**src/rtl/updown_mod_counter_if.sv**
```systemverilog
// Control and status bundle for updown_mod_counter.
// The master side drives the controls; the slave side returns the registered status.
interface updown_mod_counter_if #(
    parameter int unsigned WIDTH = 4
);
    logic             clear;
    logic             load;
    logic [WIDTH-1:0] load_val;
    logic             en;
    logic             up;
    logic             sat;
    logic [WIDTH-1:0] count;
    logic [WIDTH-1:0] gray;
    logic             tc;
    logic             ovf;

    modport master (
        output clear, load, load_val, en, up, sat,
        input  count, gray, tc, ovf
    );

    modport slave (
        input  clear, load, load_val, en, up, sat,
        output count, gray, tc, ovf
    );
endinterface

```
**src/rtl/updown_mod_counter.sv**
```systemverilog
// Modulo-N up/down counter with wrap/saturate boundary mode, Gray output,
// terminal-count pulse and sticky overflow flag.
module updown_mod_counter #(
    parameter int unsigned     WIDTH   = 4,
    parameter longint unsigned MODULUS = 10
) (
    input  logic                  clk,
    input  logic                  reset,
    updown_mod_counter_if.slave   bus
);
    // MODULUS is kept 64-bit so that 2**32 is representable at WIDTH = 32.
    localparam logic [WIDTH-1:0] MAX_CNT = WIDTH'(MODULUS - 64'd1);

    logic [WIDTH-1:0] count_q, count_d;
    logic [WIDTH-1:0] gray_q,  gray_d;
    logic             tc_q,    tc_d;
    logic             ovf_q,   ovf_d;
    logic             at_max;
    logic             at_zero;
    logic             load_oor;

    assign at_max   = (count_q == MAX_CNT);
    assign at_zero  = (count_q == '0);
    assign load_oor = (64'(bus.load_val) >= MODULUS);

    // Priority: clear > load > en; otherwise hold.
    always_comb begin
        count_d = count_q;
        tc_d    = 1'b0;
        ovf_d   = ovf_q;
        if (bus.clear) begin
            count_d = '0;
            ovf_d   = 1'b0;
        end else if (bus.load) begin
            if (load_oor) begin
                count_d = MAX_CNT;
                ovf_d   = 1'b1;
            end else begin
                count_d = bus.load_val;
            end
        end else if (bus.en) begin
            if (bus.up) begin
                if (at_max) begin
                    tc_d    = 1'b1;
                    ovf_d   = 1'b1;
                    count_d = bus.sat ? count_q : '0;
                end else begin
                    count_d = count_q + WIDTH'(1);
                end
            end else begin
                if (at_zero) begin
                    tc_d    = 1'b1;
                    ovf_d   = 1'b1;
                    count_d = bus.sat ? count_q : MAX_CNT;
                end else begin
                    count_d = count_q - WIDTH'(1);
                end
            end
        end
        gray_d = count_d ^ (count_d >> 1);
    end

    always_ff @(posedge clk or posedge reset) begin
        if (reset) begin
            count_q <= '0;
            gray_q  <= '0;
            tc_q    <= 1'b0;
            ovf_q   <= 1'b0;
        end else begin
            count_q <= count_d;
            gray_q  <= gray_d;
            tc_q    <= tc_d;
            ovf_q   <= ovf_d;
        end
    end

    assign bus.count = count_q;
    assign bus.gray  = gray_q;
    assign bus.tc    = tc_q;
    assign bus.ovf   = ovf_q;
endmodule

```
**src/flat_wrapper.sv**
```systemverilog
// flat-port wrapper written by rule: the top's interface ports become plain ports
module updown_mod_counter_flat 
#(
    parameter int unsigned     WIDTH   = 4,
    parameter longint unsigned MODULUS = 10
)
  (clk, reset, bus_clear, bus_load, bus_load_val, bus_en, bus_up, bus_sat, bus_count, bus_gray, bus_tc, bus_ovf);
  updown_mod_counter_if #(.WIDTH(WIDTH)) bus_i ();
  input  logic clk;
  input  logic reset;
  input wire logic [$bits(bus_i.clear)-1:0] bus_clear;
  input wire logic [$bits(bus_i.load)-1:0] bus_load;
  input wire logic [$bits(bus_i.load_val)-1:0] bus_load_val;
  input wire logic [$bits(bus_i.en)-1:0] bus_en;
  input wire logic [$bits(bus_i.up)-1:0] bus_up;
  input wire logic [$bits(bus_i.sat)-1:0] bus_sat;
  output wire logic [$bits(bus_i.count)-1:0] bus_count;
  output wire logic [$bits(bus_i.gray)-1:0] bus_gray;
  output wire logic [$bits(bus_i.tc)-1:0] bus_tc;
  output wire logic [$bits(bus_i.ovf)-1:0] bus_ovf;
  assign bus_i.clear = bus_clear;
  assign bus_i.load = bus_load;
  assign bus_i.load_val = bus_load_val;
  assign bus_i.en = bus_en;
  assign bus_i.up = bus_up;
  assign bus_i.sat = bus_sat;
  assign bus_count = bus_i.count;
  assign bus_gray = bus_i.gray;
  assign bus_tc = bus_i.tc;
  assign bus_ovf = bus_i.ovf;
  updown_mod_counter #(.WIDTH(WIDTH), .MODULUS(MODULUS)) u_core (.clk(clk), .reset(reset), .bus(bus_i));
endmodule
```
**config.mk**
```make
export PLATFORM = sky130hd
export DESIGN_NAME = updown_mod_counter_flat
export DESIGN_NICKNAME = d
export VERILOG_FILES = /design/src/rtl/updown_mod_counter_if.sv /design/src/rtl/updown_mod_counter.sv /design/src/flat_wrapper.sv
export SDC_FILE = /design/constraint.sdc
export NUM_CORES = 1
export LEC_CHECK = 0
export BUFFER_PORTS_ARGS = -buffer_cell sky130_fd_sc_hd__buf_2
export CAP_MARGIN = 20
export CORE_UTILIZATION = 31
export CTS_CLUSTER_SIZE = 20
export DETAILED_ROUTE_END_ITERATION = 8
export GPL_TIMING_DRIVEN = 1
export PLACE_DENSITY_LB_ADDON = 0.12
export SETUP_SLACK_MARGIN = 0.02
export SLEW_MARGIN = 20
export SYNTH_ARGS = -nofsm -noshare
export SYNTH_HDL_FRONTEND = slang
export SYNTH_SLANG_ARGS = --single-unit
```
**constraint.sdc**
```tcl
create_clock -name clk -period 5.2 [get_ports clk]
set_input_delay 0.52 -clock clk [delete_from_list [all_inputs] [get_ports clk]]
set_output_delay 0.52 -clock clk [all_outputs]
set_load 0.03 [all_outputs]
```
Yosys cells after proc, flatten, opt, wreduce, memory -nomap -nowiden
Index checks and enable logic that the tools add are counted.

Bits of input ports: 11. Output and inout bits: 10. Bits in registers: 10.

Equal/unequal tests: 3. Reduce and logical (&&, ||, !) cells: 4. Magnitude comparators: 1. Mux-type cells: 22. Add/sub/neg operators: 2. Bitwise operators: 1.

Operators by type and width (count): $mux W4 (9); $mux W1 (13); $add A4 B1 Y4 const B (1); $eq A4 B4 Y1 const B (1); $ge A4 B4 Y1 const B (1); $logic_not A4 Y1 (1); $ne A4 B3 Y1 const B (1); $reduce_and A4 Y1 (1); $reduce_bool A4 Y1 (1); $sub A4 B1 Y4 const B (1); $xor A4 B3 Y4 (1); $ne A3 B2 Y1 const B (1); $reduce_bool A3 Y1 (1).

Longest topological paths before layout
Gate-level depths: netlist (run 1).

Depth in word-level cells: 7. Gate-level depth with buffers: 7. Depth with buffers taken out: 7.

Worst setup path after synthesis (run 1)
OpenSTA, ideal clock, no wires.

Kind: reg2reg. Start point: register u_core.count_q[0], in the netlist u_core.bus.count[0]. End point: register u_core.gray_q[0], in the netlist u_core.bus.gray[0]. Library setup time: 0.124 ns. Data required time: 5.076 ns. Setup slack: 3.221 ns. Clock period less this slack: 1.979 ns. Stages on the path, launching flop included: 8. Arrival time: 1.855 ns. Cells stage by stage: dfrtp_1 -> inv_1 -> ha_1 -> or3b_1 -> a21oi_2 -> o21ai_0 -> o311a_2 -> xor2_1.

Cells in the longest elaborated chain, start to end: 7.

Ends and longest elaborated chain: start, declared (RTL line updown_mod_counter.sv:14) `logic [WIDTH-1:0] count_q, count_d;`; start signal, assigned (RTL line updown_mod_counter.sv:70) `count_q <= count_d;`; $sub A4 B1 Y4, or another cell as far along (RTL line updown_mod_counter.sv:56) `count_d = count_q - WIDTH'(1);`; $mux W4, on equally long branches (RTL line updown_mod_counter.sv:51, updown_mod_counter.sv:43); $mux W4 * (RTL line updown_mod_counter.sv:42) `if (bus.up) begin`; $mux W4 * (RTL line updown_mod_counter.sv:41) `end else if (bus.en) begin`; $mux W4 * (RTL line updown_mod_counter.sv:34) `end else if (bus.load) begin`; $mux W4 * (RTL line updown_mod_counter.sv:31) `if (bus.clear) begin`; named net u_core.count_d[1] (RTL line updown_mod_counter.sv:14); $xor A4 B3 Y4 * (RTL line updown_mod_counter.sv:60) `gray_d = count_d ^ (count_d >> 1);`; named net u_core.gray_d[0] (RTL line updown_mod_counter.sv:15) `logic [WIDTH-1:0] gray_q, gray_d;`; end signal, assigned (RTL line updown_mod_counter.sv:71) `gray_q <= gray_d;`; end, declared (RTL line updown_mod_counter.sv:15).

The timed path passes the listed nets; every way through them passes the cells marked *. A chain may end at the register's enable or synchronous reset.

Worst setup path in the final report (run 1)
Ends and elaborated chain as after synthesis.

==> metrics.md, run 1 <==
| Metric | Value |
|---|---|
| Outcome | `finished clean` |
| Clk Latency, worst-skew pair | `0.26 ns` |
| Final antenna-violating net count | `0` |
| Register area share after synthesis | `roughly a third` |
| Core ar. | `2002 um^2` |
| Postcts setup bufs | `0` |
| Period utilization | `around two fifths` |
| Netlist cell types | `40` |
| Die Span Y | `48.73 um` |
| Initial antenna violation count | `0` |
| DR iter-0 viols | `23` |
| Critical path arrival | `2.19 ns` |
| Reg2Reg Setup Slack | `between 3 and 4 ns` |
| WL/cell | `12.45 um` |
| Diodes inserted | `0` |
| Die area | `2375 um^2` |
| Final Core Density | `40.50%` |
| Design Power | `0.0002074 W` |
| CTS root buf | `clkbuf_4` |
| Post-route DRC | `0` |
| Worst setup EP type | `flop` |
| Final count of negative-setup-slack endpoints | `0` |
| HP Class | `primary input to async pin` |
| Num ports | `21` |
| Relative slew slack | `76.93%` |
| TritonCTS buffer count | `3` |
| Worst R2R Start | `u_core.bus.count[0]` |
| Fmax | `about 500 MHz` |
| Clk buf depth | `2` |
| DP Worst Slack | `3.195 ns` |
| Worst R2R Path Depth | `7` |
| Pleak | `0.3857 nW` |
| Post-layout nets | `110` |
| DPL Wire Length | `1.179 mm` |
| Pwr per Cell Area | `255.7 nW/um^2` |
| Critical path, cell by cell | `inv_1 > ha_1 > or3b_1 > a21oi_2 > o21ai_0 > o311a_2 > xor2_1` |
| Share of layout cells above drive strength 1 | `29.47%` |
| Area grow syn2layout | `19.78%` |
| Post-synth ARST share | `100.0%` |
| Vias in the first global route | `553` |
| Syn avg cell area | `9.025 um^2` |
| Die Width | `48.73 um` |
| RD Place Congestion | `0.7500` |
| Residual overflow from global routing | `0` |
| Worst setup margin | `3.155 ns` |
| Crit-path max cell delay | `between 0.4 and 0.5 ns` |
| Final hold violation count | `0` |
| Total GRT Usage | `14.32%` |
| Num rows | `16` |
| Ys Warns | `0` |
| Pin count of the biggest net entering global routing | `13` |
| Slew Limit Fails | `0` |
| CTS HTree Levels | `1` |
| Final TNS setup | `0 ns` |
| Min Tclk post-route | `2.045 ns` |
| Crit Path Category | `flop to flop` |
| Synth Register Bits | `9` |
| DR pass1 iterations | `4` |
| Post-synthesis cell area | `676.9 um^2` |
| CP Launch Type | `flop` |
| VDD IR max | `roughly 110 uV` |
| RSZ-0062 raised after global routing | `no` |
| Reg clk slew, reported paths | `0.06 ns` |
| First-pass GRT wire length | `2.594 mm` |
| Reg2reg end | `u_core.bus.gray[0]` |
| Worst path slowest cell | `dfrtp_1` |
| Worst Setup SP | `u_core.bus.count[0]` |
| Initial Util | `33.81%` |
| CP required | `5.34 ns` |
| Post-CTS sizing | `0` |
| Crit-path max FO | `8` |
| Gate Count Post-Synth | `75` |
| Clk_skew | `approximately 0.0068 ns` |
| Ys flop type | `dfrtp_1` |
| Post-synth EDFFs | `0` |
| Slew at the pin with the worst max-slew slack | `0.3417 ns` |
| Input/output buffers | `20` |
| TritonCTS Sinks | `9` |
| Via count | `626` |
| Syn_nets | `89` |
| CTS tree | `yes` |
| Routed wire length | `1.519 mm` |
| Max-cap viol count | `0` |
| Via-per-instance ratio | `5.131` |
| Hold_buf cts | `0` |
==> cell type report <==
cell class | count | area [um^2]
Fill cell | 221 | 1191
Multi-Input combinational cell | 54 | 395.4
Sequential cell | 9 | 225.2
Timing Repair Buffer | 20 | 100.1
Tap cell | 27 | 33.78
Inverter | 8 | 30.03
Clock buffer | 4 | 26.28
==> worst max-delay path by stage <==
stage                              end  cells after the start
global placement    u_core.bus.gray[0]                      7
CTS                 u_core.bus.gray[0]                      7
floorplan           u_core.bus.gray[0]                      7
global route        u_core.bus.gray[0]                      7
detailed placement  u_core.bus.gray[0]                      7
finish              u_core.bus.gray[0]                      7
==> logic make-up (layout without fill, tap and decap cells) <==
logic type	Yosys count	in the layout	synth area share, %
compound gates	23	23	26.25
xor+xnor	4	4	5.177
fa+ha+maj	3	3	5.546
buf+inv	12	32	8.317
flops	9	9	33.27
mux	1	1	1.479
simple gates	23	23	19.96
==> critical path: cells and delay by family (launching register included) <==
kind / cells / cell delay, ns
DFF: 1 / 0.47
and+or+nand+nor: 1 / 0.40
adders and majority gates: 1 / 0.24
buffers and inverters: 1 / 0.17
xor gates and xnor gates: 1 / 0.17
AOI/OAI and AO/OA: 3 / 0.47
==> layer usage <==
metal	track usage (%)	routed length [um]	vias up
li1	-	-	312
met1	19.92	768	291
met2	21.30	668	21
met3	4.088	66	2
met4	4.412	15	0
met5	0	0	-
==> where the power goes <==
group / internal [W] / switching (W)
logic: 0.0000259 / 0.0000440
clock network: 0.0000296 / 0.0000242
registers: 0.0000767 / 0.00000714
total: 0.000132 / 0.0000753
==> placed cells by master (no fill, tap or decap), drive strengths merged, types with 3 or more instances in the layout <==
| cell | synthesis | layout |
|---|---|---|
| buf | 3 | 20 |
| dfrtp | 9 | 9 |
| inv | 8 | 8 |
| nor2 | 5 | 5 |
| a21oi | 5 | 5 |
| o21ai | 4 | 4 |
| clkbuf | 1 | 4 |
| nand2 | 3 | 3 |
| xor2 | 3 | 3 |
| ha | 3 | 3 |
| nor2b | 3 | 3 |
==> synthesized netlist by cell type, drive strengths merged (2+ instances only) <==
cell,number,area [um^2]
a21oi,5,28.78
buf,3,22.52
dfrtp,9,225.2
ha,3,37.54
inv,8,30.03
nand2,3,11.26
nand2b,2,12.51
nand3,2,10.01
nor2,5,18.77
nor2b,3,21.27
nor3,2,10.01
o21ai,4,20.02
xor2,3,26.28
==> state kept, by name (all words and copies together), names as in the netlist <==
signal	cells
u_core.bus.gray	3
u_core.bus.count	4
u_core.bus.ovf	1
u_core.bus.tc	1
==> through the flow <==
stage | hold WS [ns] | area [um^2] | std cells
after floorplan | 0.3479 | 676.9 | 75
after global placement | 0.5005 | 784.5 | 118
after CTS | 0.2090 | 810.8 | 122
after detailed placement | 0.4969 | 784.5 | 118
final | 0.2030 | 810.8 | 122
after global routing | 0.2410 | 810.8 | 122
Power figures use the tool's default switching activity.
==> run 2: changes to the inputs <==
- ABC_AREA: default -> 1
- clock period: 5.2 -> 1.96 ns (I/O delays scaled with it)
==> run 2 against run 1 <==
Maximum frequency increased by 23%. Clock-buffer cell count stayed put. Global-route usage grew 0.89 points. Wire length rose by 6.6%. Non-clock buffer count rose by 2. Highest routed layer is now met3. Largest power group unchanged. Clock power grew to 2.6 times the previous value. Sequential cell count unchanged. Final area up 5.1%.
==> metrics.md, run 2 <==
| Metric | Value |
|---|---|
| Design Power | `between 0.0005 and 0.0006 W` |
| Post-synthesis cell area | `681.9 um^2` |
| Cell Int Power | `0.0003452 W` |
| Via-per-instance ratio | `4.654` |
| DP Area | `815.8 um^2` |
| Worst Setup SP | `u_core.bus.count[0]` |
| Ys flop type | `dfrtp_1` |
| Crit Path Category | `flop to flop` |
| CP Launch Type | `flop` |
| Fillcell total | `around 230` |
| Clk Latency, worst-skew pair | `0.26 ns` |
| Total GRT Usage | `15.22%` |
| CTS tree | `yes` |
| Largest register FFs | `4` |
| Worst setup EP type | `flop` |
| Initial antenna violation count | `0` |
| Min Tclk post-route | `approximately 1.7 ns` |
| CTS HTree Levels | `1` |
| Slew Limit Fails | `0` |
| VDD IR max | `524.7 uV` |
| Max-cap viol count | `0` |
| DR pass1 iterations | `4` |
| Post-synth EDFFs | `0` |
| Period utilization | `a little over four fifths` |
| Post-layout nets | `147` |
| Biggest area consumer among synthesized cells | `dfrtp_1` |
| Final Core Density | `42.14%` |
| Commonest non-fill, non-tap cell in the layout | `nand2_1` |
| Slew at the pin with the worst max-slew slack | `0.3188 ns` |
| Critical Path Sink | `u_core.bus.gray[0]` |
| Final hold violation count | `0` |
| Crit-path max FO | `8` |
| Fmax | `602.4 MHz` |
| Die Span Y | `approximately 50 um` |
| Postcts setup bufs | `0` |
| Routed wire length | `1.620 mm` |
| Reg2Reg Setup Slack | `0.30 ns` |
| Worst R2R Path Depth | `11` |
| Residual overflow from global routing | `0` |
| Area grow syn2layout | `24.95%` |
| Ys Warns | `0` |
| Synth top cells by count | `40 x nand2_1, 12 x inv_1, 11 x nand3_1` |
| TritonCTS Sinks | `9` |
| DR iter-0 viols | `20` |
| Gate Count Post-Synth | `107` |
| TritonCTS buffer count | `3` |
| First-pass GRT wire length | `2.856 mm` |
| RSZ-0062 raised after global routing | `no` |
| Post-synth ARST share | `100.0%` |
| Die area | `2391 um^2` |
| Die Width | `48.90 um` |
| Core ar. | `2022 um^2` |
| RD Place Congestion | `0.8380` |
| Critical path arrival | `1.81 ns` |
| Seq pwr share | `about two fifths` |
| CTS root buf | `clkbuf_4` |
| Final instance area | `about 850 um^2` |
| Pin count of the biggest net entering global routing | `10` |
| Num rows | `16` |
| Diodes inserted | `0` |
| Top-count cell post-synth | `nand2_1` |
| Most frequent cells in the layout | `40 x nand2_1, 20 x buf_2, 12 x inv_1` |
| Clock power frac | `25.4%` |
| Vias in the first global route | `between 700 and 800` |
| Pleak | `0.5141 nW` |
| Clk buf depth | `2` |
| Initial Util | `~34%` |
| HP Class | `primary input to flop` |
| Clk_skew | `0.002306 ns` |
| Pwr per Cell Area | `644.5 nW/um^2` |
| Final antenna-violating net count | `0` |
| Area of the multi-input gates | `385.4 um^2` |
| Post-CTS sizing | `0` |
| Final count of negative-setup-slack endpoints | `0` |
| Reg clk slew, reported paths | `0.06 ns` |
| CP required | `approximately 2.1 ns` |
| Post-route DRC | `0` |
| Final TNS setup | `0 ns` |
| P_sw | `0.0002040 W` |
| Synth Register Bits | `9` |
| Via count | `between 700 and 800` |
| WL/cell | `10.19 um` |
| DPL Wire Length | `1.336 mm` |
| Num ports | `21` |
| Netlist cell types | `15` |
| Relative slew slack | `78.72%` |
| Syn avg cell area | `~6.4 um^2` |
| Hold Slack | `between 0.15 and 0.2 ns` |
| Yosys top cell area share | `33.03%` |
| Sequential Area | `225.2 um^2` |
| Combinational share of power | `35.3%` |
| Reg2reg end | `u_core.bus.gray[0]` |
| Share of layout cells above drive strength 1 | `25.76%` |
| Area contributors post-synth | `dfrtp_1 33%, nand2_1 22%, nand3_1 8.1%` |
| Worst R2R Start | `u_core.bus.count[0]` |
| Input/output buffers | `20` |
| Syn_nets | `121` |
| Outcome | `finished clean` |
| Register area share after synthesis | `33.03%` |
| Switching share of power | `37.14%` |
run 2: cell types whose count changed after synthesis, sizes merged, moves of 2 or more:
cell and change:
nand2 +40, nand3 +10, inv +9, nand4 +4, nor2b -3, xor2 -3, a21oi +2, buf -2
nand2b -2, nor2 +2, nor3 -2, o21ai -2
run 2: per-layer routing:
metal	track usage [%]	wire (um)	vias up
li1	-	-	392
met1	18.30	791	328
met4	1.471	0	0
met2	26.39	734	20
met5	0	0	-
met3	5.919	94	0
run 2: what timing repair did:
action,in CTS,in global routing
endpoints found under the setup margin,0,0
hold endpoints to repair,9,0
hold buffers,1,0
run 2: power groups by stage:
stage | logic (W) | clock network (W) | registers, W
floorplan | 0.000103 | 0 | 0.000253
global placement | 0.000193 | 0 | 0.000220
detailed placement | 0.000193 | 0 | 0.000220
CTS | 0.000195 | 0.000145 | 0.000216
global route | 0.000218 | 0.000156 | 0.000219
finish | 0.000194 | 0.000139 | 0.000216
run 2: cells by family after synthesis:
group / after synthesis / share of synthesized area, %
DFF: 9 / 33.03
and+or+nand+nor: 67 / 42.75
AOI/OAI and AO/OA: 10 / 8.256
adders and majority gates: 3 / 5.505
buffers and inverters: 18 / 10.46
run 2: layout make-up:
cell class | instances | share of cell area [%]
clock buffers | 4 | 3.084
inverters | 17 | 7.489
multi-input cells | 80 | 45.23
flip-flops and latches | 9 | 26.43
well taps | 27 | 3.965
repair buffers | 22 | 13.80
run 2: critical path, cell delays in order (launching register included):
cell and delay (ns):
dfrtp_1 0.47, inv_1 0.14, ha_1 0.24, nand3_1 0.12, nand2_2 0.10, nand2_1 0.06, nand2_1 0.05, nand2_1 0.05
nand3_1 0.11, nand2_1 0.10, nand2_1 0.08, nand2_1 0.05
run 2: how the worst min path moves through the flow:
stage	startpoint	to	slack, ns	cells after the start
4_1_cts	bus_clear	u_core.bus.ovf	0.14	2
6_report	bus_clear	u_core.bus.ovf	0.15	2
2_1_floorplan	reset	u_core.bus.count[0]	0.02	1
3_5_place_dp	reset	u_core.bus.gray[2]	0.17	2
5_1_grt	bus_clear	u_core.bus.ovf	0.14	2
3_3_place_gp	reset	u_core.bus.gray[2]	0.16	2
run 2: per-stage QoR:
step                      instances  setup WS [ns]
after floorplan                 107         0.3002
after global routing            159         0.1075
after detailed placement        154         0.3132
after global placement          154         0.3095
final                           159         0.3000
after CTS                       159         0.3043
